**config.mk**
```make
export PLATFORM = sky130hd
export DESIGN_NAME = tdm_demux_1x8
export DESIGN_NICKNAME = d
export VERILOG_FILES = /design/src/rtl/tdm_demux_1x8_pkg.sv /design/src/rtl/tdm_demux_1x8_slot_counter.sv /design/src/rtl/tdm_demux_1x8.sv
export SDC_FILE = /design/constraint.sdc
export NUM_CORES = 1
export LEC_CHECK = 0
export CAP_MARGIN = 25
export CORE_MARGIN = 2
export CORE_UTILIZATION = 55
export CTS_BUF_LIST = sky130_fd_sc_hd__clkbuf_4
export DETAILED_ROUTE_END_ITERATION = 12
export GPL_TIMING_DRIVEN = 0
export HOLD_SLACK_MARGIN = 0.05
export PLACE_DENSITY_LB_ADDON = 0.25
export SYNTH_ARGS = -nofsm -noshare
export SYNTH_HDL_FRONTEND = slang
export SYNTH_SLANG_ARGS = --single-unit
```
**constraint.sdc**
```tcl
create_clock -name clk -period 3.1 [get_ports clk]
set_input_delay 0.62 -clock clk [delete_from_list [all_inputs] [get_ports clk]]
set_output_delay 0.62 -clock clk [all_outputs]
set_load 0.005 [all_outputs]
```
**src/rtl/tdm_demux_1x8_pkg.sv**
```systemverilog
// tdm_pkg: slot geometry, FSM states and lane-slice helpers shared by the TDM mux/demux pair
package tdm_pkg;
   localparam int NUM_SLOTS = 8;
   localparam int SLOT_W = 3;
   localparam logic [SLOT_W-1:0] LAST_SLOT = SLOT_W'(NUM_SLOTS - 1);
   typedef enum logic {S_IDLE, S_COLLECT} state_e;
   function automatic int unsigned lane_lo(input int unsigned k, input int unsigned dw);
      return k * dw;
   endfunction
endpackage

```
**src/rtl/tdm_demux_1x8_slot_counter.sv**
```systemverilog
// slot_counter: wrapping slot index with enable and synchronous load-to-1
module slot_counter
   import tdm_pkg::*;
(
   input  logic              clk,
   input  logic              rst_n,
   input  logic              en_i,
   input  logic              load1_i,
   output logic [SLOT_W-1:0] cnt_o
);
   logic [SLOT_W-1:0] cnt_q, cnt_d;
   assign cnt_o = cnt_q;
   always_comb cnt_d = load1_i ? SLOT_W'(1) : en_i ? cnt_q + 1'b1 : cnt_q;
   always_ff @(posedge clk or negedge rst_n)
      if (!rst_n) cnt_q <= '0;
      else cnt_q <= cnt_d;
endmodule

```
**src/rtl/tdm_demux_1x8.sv**
```systemverilog
// tdm_demux_1x8: serial 8-slot TDM lane to registered 8-lane frame with valid/ready output
module tdm_demux_1x8
   import tdm_pkg::*;
#(
   parameter int DW = 1
) (
   input  logic                   clk,
   input  logic                   rst_n,
   input  logic [DW-1:0]          din,
   input  logic                   din_valid,
   input  logic                   sof,
   output logic [NUM_SLOTS*DW-1:0] out_data,
   output logic                   out_valid,
   input  logic                   out_ready,
   output logic [SLOT_W-1:0]      slot,
   output logic                   sync_err,
   output logic                   overrun
);
   state_e                            state_q, state_d;
   logic [NUM_SLOTS-2:0][DW-1:0]      shadow_q, shadow_d;
   logic [NUM_SLOTS*DW-1:0]           data_q, data_d;
   logic                              valid_q, valid_d, sync_q, sync_d, ovr_q, ovr_d;
   logic                              load, adv, done, take;
   slot_counter u_slot (
      .clk    (clk),
      .rst_n  (rst_n),
      .en_i   (adv),
      .load1_i(load),
      .cnt_o  (slot)
   );
   assign out_data  = data_q;
   assign out_valid = valid_q;
   assign sync_err  = sync_q;
   assign overrun   = ovr_q;
   always_comb begin
      load     = din_valid && sof;
      adv      = din_valid && !sof && state_q == S_COLLECT;
      done     = adv && slot == LAST_SLOT;
      take     = done && (!valid_q || out_ready);
      shadow_d = shadow_q;
      if (load) shadow_d[0] = din;
      else if (adv && !done) shadow_d[slot] = din;
      // lane 7 bypasses the shadow and lands directly in the output word
      data_d   = take ? {din, shadow_q} : data_q;
      valid_d  = take ? 1'b1 : (valid_q && out_ready) ? 1'b0 : valid_q;
      sync_d   = load && state_q == S_COLLECT;
      ovr_d    = done && !take;
      state_d  = load ? S_COLLECT : done ? S_IDLE : state_q;
   end
   always_ff @(posedge clk or negedge rst_n)
      if (!rst_n) begin
         state_q  <= S_IDLE;
         shadow_q <= '0;
         data_q   <= '0;
         valid_q  <= 1'b0;
         sync_q   <= 1'b0;
         ovr_q    <= 1'b0;
      end else begin
         state_q  <= state_d;
         shadow_q <= shadow_d;
         data_q   <= data_d;
         valid_q  <= valid_d;
         sync_q   <= sync_d;
         ovr_q    <= ovr_d;
      end
endmodule

```
==> results.cfg, run 1 <==
[global_routing]
grt_usage = 0.182
grt_pass1_wl_mm = 2.62
grt_overflow_total = 0
grt_antenna_before_repair = 0
grt_max_degree = 23
grt_pass1_vias = 600

[final_layout]
mostFrequentLayoutCells = dfrtp_1 (22), clkdlybuf4s50_1 (19), mux2_1 (14), nand2_1 (4)
diodes = 0
stdcell_count = 107
layout-drive-gt1-share = 0.111
multi_input_area_um2 = 397
final_common_cell = dfrtp_1
area.sequential_um2 = 551
fillerInstances = 125
final_nets = 99
areaGrowthSynthToFinish_pct = 27.4
fin_area_mm2 = 0.00122

[placement]
place_inst = 102
port_buffers = 19
dp_hpwl_mm = 1.14
dpl_cell_area_mm2 = 0.00117
routabilityCongestion = 0.735

[setup_path]
critPathTopFamily = buffers and inverters
start_kind = flop
worst-path-buf-inv = 1
endpoint_kind = output port
path_cells = clkdlybuf4s50_1
crit_required_ps = 2480
cp.arrival_ps = 1430
critical_path_class = reg2out
worstPathMaxFanout = 10
critPathMaxStageDelay_ps = 580
r2r_setup_slack_ps = 1100
cp_slowest_cell = clkdlybuf4s50_1

[die]
die_area_mm2 = 0.00209
core_area_mm2 = 0.00169
io_pins = 20
start_util = 0.567
fp-row-count = 15
die_w_um = 45.7
chipHeight_um = 45.7

[routing]
drc_errors = 0
num_vias = 626
drt-total-wl_mm = 1.55
drt-initial-drc-count = 4
drt-vias-per-instance = 5.85
first_pass_iters = 4
ant_nets = 0
routedWlPerCell_um = 14.5

[logic_synthesis]
avgSynthCellArea_um2 = 14.5
ys_ff_latch = 22
synthCells = 66
ys_types = 22
syn_area_um2 = 958
syn_nets = 74
yosysWarnings = 0
synth-seq-area-share = 0.574

[job]
drv_cap = 0

[cts]
clock_latency_ps = 300
cts_buffer_depth = 2
ctsResizeCount = 0
cts_max_level = 1
cts_buffers = 3
clkTransAtPathRegs_ps = 110
root_buffer = clkbuf_4
cts.sinks = 22
cts_setup_buffers = 0
cts_tree = done
ctsHoldBuffers = 0

[timing]
period_needed_ps = 2050
fin_setup_tns_ps = 0
fmax_ghz = 0.489
finalClockSkew_ps = 4.42
rsz0062_at_grt = no
tightest_slew_ps = 434
hold_viol = 0
setup_violations = 0
slew-limit-headroom = 0.711
fin_crit_sh = 0.660
final-max-slew-violation-count = 0

[run_status]
status = completed

[power]
share_comb_of_total_power = 0.238
p_clk_frac = 0.185
intPower_mw = 0.505
power_switching_share = 0.262
p_per_area_mw_per_mm2 = 560
power_frac_seq = 0.577
power.leakage_nw = 0.564
power.switching_mw = 0.179
vdd_drop_max_mv = 0.366

[min_path]
hp-class = reg2reg
-- per-stage QoR --
| stage | setup slack [ps] | hold WS [ps] | power (mW) | util |
|---|---|---|---|---|
| floorplan | 1260 | 324 | 0.469 | - |
| global placement | 875 | 464 | 0.552 | 0.693 |
| detailed placement | 824 | 474 | 0.565 | 0.693 |
| CTS | 1020 | 500 | 0.693 | 0.708 |
| global route | 932 | 526 | 0.732 | 0.723 |
| finish | 1050 | 494 | 0.684 | 0.723 |
-- routing by layer --
layer	up-vias	share of wire	GRT usage
li1	294	-	-
met1	311	0.43	0.225
met2	17	0.51	0.299
met3	4	0.046	0.0317
met4	0	0.016	0.103
met5	-	0	0
-- area by class of cell --
type	instances	share of cell area
flip-flops and latches	22	0.451
multi-input cells	42	0.325
repair buffers	20	0.176
clock buffers	3	0.0184
well taps	17	0.0174
plain buffers	2	0.00922
clock inverters	1	0.00307
-- cell families after synthesis --
group / synth area share
adders and majority gates: 0.0261
DFF: 0.574
and+or+nand+nor: 0.151
AOI/OAI and AO/OA: 0.0496
muxes: 0.187
buffers and inverters: 0.0117
-- state kept, by name, summed over array words and instances (netlist names) --
| register | count |
|---|---|
| shadow_q | 7 |
| out_valid | 1 |
| overrun | 1 |
| u_slot.cnt_o | 3 |
| state_q | 1 |
| out_data | 8 |
| sync_err | 1 |
-- cells in the mapped netlist --
master     instances  area share
nand2_1            4       0.016
nand4bb_2          1       0.017
mux2_2             1       0.012
and3_1             1      0.0065
and3b_1            1      0.0091
mux2i_1            1       0.010
clkbuf_1           1      0.0039
buf_4              1      0.0078
nor4b_2            2       0.031
nor3_1             1      0.0052
dfrtp_1           22        0.57
and4bb_1           1       0.013
nand4b_1           3       0.027
nand3_1            1      0.0052
nor2b_1            1      0.0065
o41ai_2            1       0.017
mux2_1            14        0.16
a22o_1             3       0.027
nand2b_1           1      0.0065
ha_1               2       0.026
nor2_1             2      0.0078
o21ai_0            1      0.0052
-- power groups by stage --
stage               registers [mW]  logic, mW  clock network (mW)
floorplan                    0.394     0.0751                   0
global placement             0.397      0.156                   0
detailed placement           0.403      0.163                   0
CTS                          0.396      0.163               0.134
global route                 0.406      0.183               0.143
finish                       0.395      0.163               0.126
-- final timing paths --
path / start / to / depth (start not counted)
worst min-delay path: out_data[7] / out_data[7] / 1
worst min register to register: out_data[7] / out_data[7] / 1
min in group asynchronous: rst_n / out_data[2] / 2
worst max register to register: u_slot.cnt_o[1] / shadow_q[0] / 5
max in group asynchronous: rst_n / u_slot.cnt_o[1] / 2
worst max-delay path: u_slot.cnt_o[1] / slot[1] / 1
Power figures use the tool's default switching activity.
==> run 2, diff against run 1 <==
--- a/config.mk
+++ b/config.mk
@@ -7,7 +7,7 @@
 export LEC_CHECK = 0
 export CAP_MARGIN = 25
 export CORE_MARGIN = 2
-export CORE_UTILIZATION = 55
+export CORE_UTILIZATION = 51
 export CTS_BUF_LIST = sky130_fd_sc_hd__clkbuf_4
 export DETAILED_ROUTE_END_ITERATION = 12
 export GPL_TIMING_DRIVEN = 0
==> constraint.sdc (replaced) <==
create_clock -name clk -period 2.09 [get_ports clk]
set_input_delay 0.418 -clock clk [delete_from_list [all_inputs] [get_ports clk]]
set_output_delay 0.418 -clock clk [all_outputs]
set_load 0.005 [all_outputs]
==> run 2 against run 1 <==
Combinational power increased by 50%. Non-clock buffer count unchanged. Sequential power increased by 49%. Sequential share of layout area decreased by 0.26 points. Clock-buffer cell count unchanged. Hold slack got worse by 180 ps. Final cell count increased by 6.5%. Critical path depth increased by 4. First-iteration DRC count decreased by 75%. Clock power increased by 43%. Global-route usage decreased by 1.2 points. Design area increased by 0.82%. Critical path type is now reg2reg. Largest power group unchanged.
==> results.cfg, run 2 (synthesized netlist as in run 1, its figures left out) <==
[power]
intPower_mw = 0.750
power_frac_seq = 0.580
power.leakage_nw = 0.562
vdd_drop_max_mv = 0.432
p_clk_frac = 0.178
share_comb_of_total_power = 0.242
power.switching_mw = 0.263
power_switching_share = 0.260
p_per_area_mw_per_mm2 = 822

[run_status]
status = completed

[die]
die_area_mm2 = 0.00224
chipHeight_um = 47.4
io_pins = 20
core_area_mm2 = 0.00175
die_w_um = 47.4
fp-row-count = 15
start_util = 0.549

[cts]
ctsHoldBuffers = 0
ctsResizeCount = 0
root_buffer = clkbuf_4
cts.sinks = 22
clock_latency_ps = 290
cts_max_level = 1
cts_buffers = 3
clkTransAtPathRegs_ps = 110
cts_tree = done
cts_buffer_depth = 2
cts_setup_buffers = 0

[setup_path]
r2r_start = u_slot.cnt_o[1]
start_kind = flop
r2r.worst_path.cells = 5
worstPathMaxFanout = 10
critical_path_class = reg2reg
crit_required_ps = 2280
crit_start = u_slot.cnt_o[1]
endpoint_kind = flop
cp.arrival_ps = 2140

[job]
drv_cap = 0

[routing]
routedWlPerCell_um = 13.6
num_vias = 607
drc_errors = 0
ant_nets = 0
drt-initial-drc-count = 1
first_pass_iters = 4
drt-vias-per-instance = 5.32
drt-total-wl_mm = 1.55

[timing]
whs_ps = 317
fmax_ghz = 0.514
setup_violations = 0
hold_viol = 0
finalClockSkew_ps = 7.82
rsz0062_at_grt = yes
period_needed_ps = 1950
fin_crit_sh = 0.931
worst_slack_ps = 143
final-max-slew-violation-count = 0
tightest_slew_ps = 420
slew-limit-headroom = 0.720

[final_layout]
areaGrowthSynthToFinish_pct = 28.5
final_nets = 99
final_common_cell = dfrtp_1
mostFrequentLayoutCells = dfrtp_1 (21), clkdlybuf4s50_1 (19), mux2_1 (14), nand2_1 (4)
layout-drive-gt1-share = 0.124
diodes = 0
largest_reg_flops = 8

[placement]
dp_hpwl_mm = 1.13
routabilityCongestion = 0.706
port_buffers = 19
place_ws_ps = 8.45

[global_routing]
grt_usage = 0.170
grt_pass1_vias = 573
grt_max_degree = 23
grt_antenna_before_repair = 0
grt_pass1_wl_mm = 2.57
grt_overflow_total = 0

[min_path]
hp-class = in2async
## run 2: cell types whose count changed in the layout (fill, tap and decap cells not counted)
cell / change
dfrtp_1: -1
buf_16: +1
dfrtp_2: +1
clkinv_1: -1
clkbuf_16: -1
## run 2: worst paths after layout
check	to	slack, ps
min in group clk	out_data[1]	490
min	out_data[7]	320
max in group asynchronous	u_slot.cnt_o[1]	1410
min reg2reg	out_data[1]	490
max	shadow_q[4]	140
max reg2reg	shadow_q[4]	140
## run 2: power by group through the flow
stage	sequential (mW)	combinational, mW	clock, mW
final	0.587	0.245	0.180
after CTS	0.588	0.243	0.192
after global routing	0.602	0.275	0.202
after global placement	0.589	0.231	0
after detailed placement	0.597	0.243	0
after floorplan	0.585	0.111	0
## run 2: cell type report
class | count | area [um^2]
tap | 25 | 31.3
clock buffer | 3 | 22.5
sequential | 22 | 552
fill | 134 | 514
timing repair buffer | 20 | 218
multi-input combinational | 42 | 397
buffer | 2 | 11.3
## run 2: routing by layer
| layer | wire length, um | global-route usage | vias up | share of wire |
|---|---|---|---|---|
| met1 | 709 | 0.222 | 301 | 0.46 |
| met2 | 757 | 0.270 | 14 | 0.49 |
| li1 | - | - | 290 | - |
| met4 | 12 | 0.0833 | 0 | 0.0078 |
| met3 | 67 | 0.0308 | 2 | 0.043 |
| met5 | 0 | 0 | - | 0 |
## run 2: critical path, stage by stage, from the launching register on
cell,delay [ps]
dfrtp_2,500
ha_1,220
ha_1,210
nand4bb_2,290
nor4b_2,270
mux2_1,350
## run 2: per-stage QoR
stage	total power, mW	setup TNS, ps	utilization	area [um^2]	std cells
6_report	1.01	0	0.705	1230	114
2_1_floorplan	0.696	0	-	958	66
3_5_place_dp	0.839	0	0.676	1180	110
3_3_place_gp	0.820	0	0.676	1180	110
5_1_grt	1.08	-0.944	0.705	1230	114
4_1_cts	1.02	0	0.689	1200	113
